**config.mk**
```make
export PLATFORM = sky130hd
export DESIGN_NAME = fifo_access_scheduler
export DESIGN_NICKNAME = d
export VERILOG_FILES = /design/src/rtl/fifo_access_scheduler.sv
export SDC_FILE = /design/constraint.sdc
export NUM_CORES = 1
export LEC_CHECK = 0
export ABC_CLOCK_PERIOD_IN_PS = 2200
export BUFFER_PORTS_ARGS = -buffer_cell sky130_fd_sc_hd__buf_2
export CAP_MARGIN = 10
export CORE_MARGIN = 3
export CORE_UTILIZATION = 39
export DETAILED_ROUTE_END_ITERATION = 7
export MAX_ROUTING_LAYER = met4
export PLACE_DENSITY = 0.82
export SYNTH_ARGS = -nofsm -noshare
export SYNTH_HDL_FRONTEND = slang
export SYNTH_SLANG_ARGS = --single-unit
```
**constraint.sdc**
```tcl
create_clock -name CLK -period 2.2 [get_ports CLK]
set_clock_uncertainty 0.05 [all_clocks]
set_input_delay 0.44 -clock CLK [delete_from_list [all_inputs] [get_ports CLK]]
set_output_delay 0.44 -clock CLK [all_outputs]
set_load 0.01 [all_outputs]
```
**src/rtl/fifo_access_scheduler.sv**
```systemverilog
// Shares one single-port FIFO between NUM_WR round-robin writers and one reader.
// Issues at most one FIFO command per clock and tracks occupancy in Level.
module fifo_access_scheduler #(
  parameter  int NUM_WR = 4,
  parameter  int DATA_W = 8,
  parameter  int DEPTH  = 32,
  localparam int LVL_W  = $clog2(DEPTH) + 1,
  localparam int PTR_W  = (NUM_WR > 1) ? $clog2(NUM_WR) : 1
) (
  input  logic                     CLK,
  input  logic                     Reset,
  input  logic [NUM_WR-1:0]        Wr_Req,
  input  logic [NUM_WR*DATA_W-1:0] Wr_Data,
  output logic [NUM_WR-1:0]        Wr_Grant,
  input  logic                     Rd_Req,
  output logic                     Rd_Grant,
  output logic                     Rd_Valid,
  output logic [DATA_W-1:0]        Rd_Data,
  output logic [LVL_W-1:0]         Level,
  output logic                     Fifo_Enable,
  output logic                     Fifo_Read_Write,
  output logic [DATA_W-1:0]        Fifo_Input,
  input  logic [DATA_W-1:0]        Fifo_Output,
  input  logic                     Fifo_Empty,
  input  logic                     Fifo_Full
);

  typedef enum logic {PRI_READ = 1'b0, PRI_WRITE = 1'b1} pri_e;

  pri_e              pri_q, pri_d;
  logic [PTR_W-1:0]  rr_ptr_q, rr_ptr_d;
  logic [LVL_W-1:0]  level_q, level_d;
  logic              rd_valid_q;
  logic [DATA_W-1:0] rd_data_q;

  logic             sel_found;
  logic [PTR_W-1:0] sel_idx;
  logic             rd_ok, wr_ok, do_rd, do_wr;

  // First requesting writer at or after rr_ptr, wrapping.
  always_comb begin
    sel_found = 1'b0;
    sel_idx   = '0;
    for (int k = 0; k < NUM_WR; k++) begin
      if (!sel_found && Wr_Req[(int'(rr_ptr_q) + k) % NUM_WR]) begin
        sel_found = 1'b1;
        sel_idx   = PTR_W'((int'(rr_ptr_q) + k) % NUM_WR);
      end
    end
  end

  assign rd_ok = !Reset && Rd_Req && !Fifo_Empty;
  assign wr_ok = !Reset && sel_found && !Fifo_Full;
  assign do_rd = rd_ok && (!wr_ok || pri_q == PRI_READ);
  assign do_wr = wr_ok && !do_rd;

  always_comb begin
    Wr_Grant        = '0;
    Rd_Grant        = 1'b0;
    Fifo_Enable     = 1'b0;
    Fifo_Read_Write = 1'b0;
    Fifo_Input      = '0;
    pri_d           = pri_q;
    rr_ptr_d        = rr_ptr_q;
    level_d         = level_q;
    if (do_wr) begin
      Wr_Grant        = NUM_WR'(1) << sel_idx;
      Fifo_Enable     = 1'b1;
      Fifo_Read_Write = 1'b1;
      Fifo_Input      = Wr_Data[sel_idx*DATA_W +: DATA_W];
      pri_d           = PRI_READ;
      rr_ptr_d        = (sel_idx == PTR_W'(NUM_WR - 1)) ? '0 : sel_idx + 1'b1;
      level_d         = level_q + 1'b1;
    end else if (do_rd) begin
      Rd_Grant    = 1'b1;
      Fifo_Enable = 1'b1;
      pri_d       = PRI_WRITE;
      level_d     = level_q - 1'b1;
    end
  end

  always_ff @(posedge CLK) begin
    if (Reset) begin
      pri_q      <= PRI_WRITE;
      rr_ptr_q   <= '0;
      level_q    <= '0;
      rd_valid_q <= 1'b0;
      rd_data_q  <= '0;
    end else begin
      pri_q      <= pri_d;
      rr_ptr_q   <= rr_ptr_d;
      level_q    <= level_d;
      rd_valid_q <= do_rd;
      // Hold the last delivered word once the valid pulse ends.
      if (rd_valid_q) rd_data_q <= Fifo_Output;
    end
  end

  assign Level    = level_q;
  assign Rd_Valid = rd_valid_q;
  assign Rd_Data  = rd_valid_q ? Fifo_Output : rd_data_q;

  a_level_empty: assert property (@(posedge CLK) disable iff (Reset)
    (level_q == '0) == Fifo_Empty);
  a_level_full: assert property (@(posedge CLK) disable iff (Reset)
    (level_q == LVL_W'(DEPTH)) == Fifo_Full);
  a_one_cmd: assert property (@(posedge CLK)
    !(Rd_Grant && (Wr_Grant != '0)));

endmodule

```
# ---- Word level (Yosys, flattened, before mapping)
# Cells that the tools add are included.
dict set report totals {
  ff_bits 18
  inputBits 49
  out_inout_bits 30
  wordCells 75
}
dict set report op_classes {
  n_addsub 6
  n_lt_le_gt_ge 4
  eq_ne 1
  shifts 2
  muxes 31
  bitwise 4
  n_reduce_logical 22
}
# cell n
set ops {}
lappend ops {{$shiftx A32 B6 Y8} 1}
lappend ops {{$mux W1} 17}
lappend ops {{$mux W8} 2}
lappend ops {{$lt A3 B4 Y1 const B} 3}
lappend ops {{$mux W6} 2}
lappend ops {{$mux W2} 5}
lappend ops {{$logic_and A1 B1 Y1} 9}
lappend ops {{$bmux W1 S2} 4}
lappend ops {{$logic_not A1 Y1} 8}
lappend ops {{$add A6 B1 Y6 const B} 1}
lappend ops {{$reduce_or A2 Y1} 3}
lappend ops {{$sub A6 B1 Y6 const B} 1}
lappend ops {{$add A2 B1 Y2 const B} 2}
lappend ops {{$add A2 B2 Y2 const B} 2}
lappend ops {{$mux W4} 1}
lappend ops {{$shl A1 B2 Y4 const A} 1}
lappend ops {{$and A1 B1 Y1 const A} 3}
lappend ops {{$lt A2 B3 Y1 const B} 1}
lappend ops {{$eq A2 B2 Y1 const B} 1}
lappend ops {{$reduce_bool A2 Y1} 1}
lappend ops {{$logic_or A1 B1 Y1} 1}
lappend ops {{$not A1 Y1} 1}

# ---- Logic depth before layout (Yosys ltp)
dict set report depth {
  depth_word 22
  ltp_mapped 9
  mapped_depth_nobuf 9
}

# ---- Worst setup path before layout
# Ideal clock, no wire load.
dict set report synth_timing {
  path_kind {input -> register}
  from {in Wr_Req[3]}
  to {reg level_q[5] (netlist: Level[5])}
  setup_ns 0.071
  arrival_time_ns 2.239
  t_required_ns 2.079
  path_slack_ns -0.160
  stages 9
  n_path_buf 0
  path_cell_list {nor4_1 -> or2_4 -> or3_4 -> ha_1 -> a211oi_1 -> o21ai_0 -> a21o_1 -> a21o_1 -> a21oi_1}
}
dict set report synth_between {
  elab_chain_len 20
  elab_cells_between_ends 30
  cone_classes {16 x mux; 14 x reduce/logical}
}
# item line
set synth_lines {}
lappend synth_lines {{start, declared} 12} ;# input logic [NUM_WR-1:0] Wr_Req,
lappend synth_lines {{$bmux W1 S2} 45} ;# if (!sel_found && Wr_Req[(int'(rr_ptr_q) + k) % NUM_WR]) begin
lappend synth_lines {{$mux W1 (not written as such)} 45}
lappend synth_lines {{$mux W1} 45}
lappend synth_lines {{$logic_not A1 Y1} 45}
lappend synth_lines {{$logic_and A1 B1 Y1} 45}
lappend synth_lines {{$mux W1} 45}
lappend synth_lines {{$logic_not A1 Y1} 45}
lappend synth_lines {{$logic_and A1 B1 Y1} 45}
lappend synth_lines {{[... 3 more ...]} --}
lappend synth_lines {{$mux W1 *} 45}
lappend synth_lines {{$logic_and A1 B1 Y1 * (2 in a row)} 53} ;# assign wr_ok = !Reset && sel_found && !Fifo_Full;
lappend synth_lines {{$logic_not A1 Y1} 54} ;# assign do_rd = rd_ok && (!wr_ok || pri_q == PRI_READ);
lappend synth_lines {{$logic_or A1 B1 Y1} 54}
lappend synth_lines {{$logic_and A1 B1 Y1} 54}
lappend synth_lines {{$logic_not A1 Y1} 55} ;# assign do_wr = wr_ok && !do_rd;
lappend synth_lines {{$logic_and A1 B1 Y1} 55}
lappend synth_lines {{$mux W6 or $reduce_bool A2 Y1 (tied branches)} --}
lappend synth_lines {{end signal, assigned} 92} ;# level_q <= level_d;
lappend synth_lines {{end, declared} 32} ;# logic [LVL_W-1:0] level_q, level_d;
# Every way passes the cells marked *; elsewhere a longest branch is shown, timed or not. The select of a mux whose other input is x is not followed.
# A chain may end at the register's enable or synchronous reset.

# ---- Worst setup path after layout
dict set report layout_timing {
  from {in Wr_Req[3]}
  to {out Wr_Grant[1]}
}
dict set report layout_between {
  elab_chain_len 20
  elab_cells_between_ends 34
  cone_classes {1 x shift; 20 x mux; 13 x reduce/logical}
}
# item line
set layout_lines {}
lappend layout_lines {{$bmux W1 S2} 45}
lappend layout_lines {{$mux W1 (not written as such)} 45}
lappend layout_lines {{$mux W1} 45}
lappend layout_lines {{$logic_not A1 Y1} 45}
lappend layout_lines {{$logic_and A1 B1 Y1} 45}
lappend layout_lines {{$mux W1} 45}
lappend layout_lines {{$logic_not A1 Y1} 45}
lappend layout_lines {{$logic_and A1 B1 Y1} 45}
lappend layout_lines {{[... 3 more ...]} --}
lappend layout_lines {{$mux W1} 45}
lappend layout_lines {{$logic_and A1 B1 Y1 (2 in a row)} 53}
lappend layout_lines {{$logic_not A1 Y1} 54}
lappend layout_lines {{$logic_or A1 B1 Y1} 54}
lappend layout_lines {{$logic_and A1 B1 Y1} 54}
lappend layout_lines {{$logic_not A1 Y1} 55}
lappend layout_lines {{$logic_and A1 B1 Y1} 55}
lappend layout_lines {{$mux W4 *} 66} ;# if (do_wr) begin
lappend layout_lines {{end, declared} 14} ;# output logic [NUM_WR-1:0] Wr_Grant,
# Marked as above.

==> impl_results.md <==
* Status: complete, but fails checks
* Failing checks: setup timing
* # diodes at 0
* Clock Tree Root: clkbuf_4
* Synth Flop Type: dfxtp_1
* Final core utilization at 64.9%
* RSZ-0062 raised after global routing: true
* R2R cell count at 9
* Worst-margin pin slew at 539 ps
* Fraction of the mapped netlist area in simple logic gates at 17.2%
* Worst Path Required at 1710 ps
* Synth cell count leaders: mux2i_1, dfxtp_1, nor2b_1
* Worst hold margin at 450 ps
* Horiz. Die Dim at 63.7 um
* Final Setup Violations at 14
* Antenna violations before repair at 0
* CP startpoint kind: input port
* Netlist Area Pre-Place at 1300 um2
* Sequential fraction of the synthesis area at 27.7%
* Die area at 4060 um2
* Synth Area per Inst at 9.56 um2
* Hold depth at 2
* Clock transition at path regs at 100 ps
* CP Class: input port to primary output
* Synth Area in Adders at 9.24%
* Worst setup slack after layout at -84.0 ps
* Mux cell area share after synthesis at 21.6%
* Cell area power density at 506 nW/um2
* # placed instances at 271
* Boundary pin count at 79
* Min cycle time layout at 2280 ps
* Clock latency on the worst-skew pair at 290 ps
* Layout cells sized above 1 at 57.8%
* Leak at 1.09 nW
* Finished Layout Cells at 276
* Total number of vias at 1,355
* Setup TNS at -770 ps
* CTS tree: yes
* # port buffers at 78
* IR drop worst, VDD at 213 uV
* Max-slew headroom at 63.7%
* Int Pwr at 700 uW
* Synth Area in Compound Gates at 16.3%
* Vias in the first global route at 1,353
* Rows at 20
* Place WS at -315 ps
* Synthesized flop and latch total at 18
* Hold Crit Class: flop to flop
* Most numerous cell in the Yosys netlist: mux2i_1
* Part of the power in registers at 37.0%
* Psw at 327 uW
* Origin of the worst setup path: Wr_Req[3]
* Largest net degree at the start of global routing at 21
* Final WL at 3240 um
* Area fraction of the dominant cell type after synthesis at 27.7%
* Hold Fails Final Rpt at 0
* Maximum clock frequency at 0.438 GHz
* Final period utilization at 104%
* Crit path DAT at 1790 ps
* Final antenna-violating net count at 0
* GRT Util Overall at 17.9%
* Post-Synth XOR/XNOR Area at 2.69%
* Comb power frac at 43.7%
* Drt pass-1 iters at 4
* Detail Placement HPWL at 2740 um
* Grt ovf at 0
* DR iter-0 viols at 34
* Synth top area cells: dfxtp_1, mux2i_1, ha_1, mux2_2, nor2b_1
* Post-synth EDFFs at 0
* YS warnings at 0
* Net count after synthesis at 194
* Min-delay src: rr_ptr_q[0]$_SDFFE_PP0P_
* Max-slew violations at 0
* GPL Wtd Cong at 0.812
* H-tree Lvls at 1
* Max-cap violations at 0
* Synth Instances at 136
* Largest family of logic cells by synthesized area: multiplexers
* Post-synth cell types at 39
* Switching portion of total power at 31.8%
* Clock share of power at 19.3%
* CP Capture Type: primary output
* Post-synth ARST share at 0%
* # clock sinks at 18
* Height of the die at 63.7 um
* Max clock buf depth at 2
* Crit path max fanout at 20
* DRC Markers at 0
* P&R area growth vs syn at 56.1%
* Final nets at 291
* Largest area contributor in the netlist: dfxtp_1
* Wire per inst at 11.7 um
* Worst r2r src: pri_q$_SDFFE_PP1P_
* Core box area at 3130 um2
* Number of buffers created by CTS at 3
* First-pass GRT wire length at 5710 um
* Starting Density at 41.6%
* Via/cell ratio at 4.91
## logic make-up after synthesis
kind of cell	after synthesis
buf+inv	12
fa+ha+maj	9
compound gates	30
mux	27
flops	18
simple gates	36
xor+xnor	4
## repair_timing
| action | 4_1_cts | 5_1_grt |
|---|---|---|
| gates resized for setup | 4 | 5 |
| pin swaps | 1 | 9 |
| endpoints found under the setup margin | 12 | 15 |
| buffers inserted | 1 | 0 |
| hold buffers | 0 | 0 |
## state kept, by name, summed over array words and instances, names as in the netlist
signal	count
Rd_Valid	1
Level	6
rd_data_q	8
rr_ptr_q	2
pri_q	1
## power by group through the flow
stage	combinational (mW)	clock, mW	sequential, mW
6_report	0.449	0.198	0.380
5_1_grt	0.496	0.229	0.385
4_1_cts	0.448	0.210	0.380
3_5_place_dp	0.439	0	0.387
3_3_place_gp	0.425	0	0.387
2_1_floorplan	0.266	0	0.389
## layer usage
layer  vias up  part of all wire (%)  track usage (%)
li1        682                     -                -
met1       605                    44             21.0
met2        64                    47             30.5
met3         4                   6.8             2.64
met4         0                   1.7             7.55
met5         -                     0                -
## cell usage in the layout (no fill, tap or decap), types with 2 or more instances in the layout
master	n
xnor2_1	4
nand2_4	2
nor2b_1	8
a21oi_1	3
and2_1	4
mux2i_1	18
buf_4	18
a211oi_2	2
inv_1	5
buf_2	76
o22ai_2	2
nand2b_1	2
o22ai_1	7
buf_12	2
clkbuf_4	3
ha_1	3
dfxtp_1	17
a21o_1	5
o21ai_0	2
nor2_1	8
mux2_2	8
a21oi_2	3
ha_4	4
## critical path, cell delays in order
cell	delay, ps
buf_4	120
buf_4	140
o221a_1	230
o22ai_2	160
buf_12	200
inv_2	50
ha_1	180
and2_1	130
buf_2	130
## metrics by stage
step,cell area (um2),power [mW]
2_1_floorplan,1380,0.654
3_3_place_gp,1950,0.812
3_5_place_dp,1950,0.826
4_1_cts,2010,1.04
5_1_grt,2030,1.11
6_report,2030,1.03
## cell type report
type                    count  area [um2]
clock buffers               4        36.3
fillers                   281        1100
inverters                   7        38.8
multi-input cells         106         971
flip-flops and latches     18         362
well taps                  44        55.1
repair buffers             97         567
## path summary, 6_finish.rpt
check                        endpoint  slack [ps]
max                       Wr_Grant[1]         -80
min          rr_ptr_q[0]$_SDFFE_PP0P_         450
max reg2reg     Level[5]$_SDFFE_PP0P_         120
min reg2reg  rr_ptr_q[0]$_SDFFE_PP0P_         450
No activity file was read; power rests on OpenSTA's default activity.
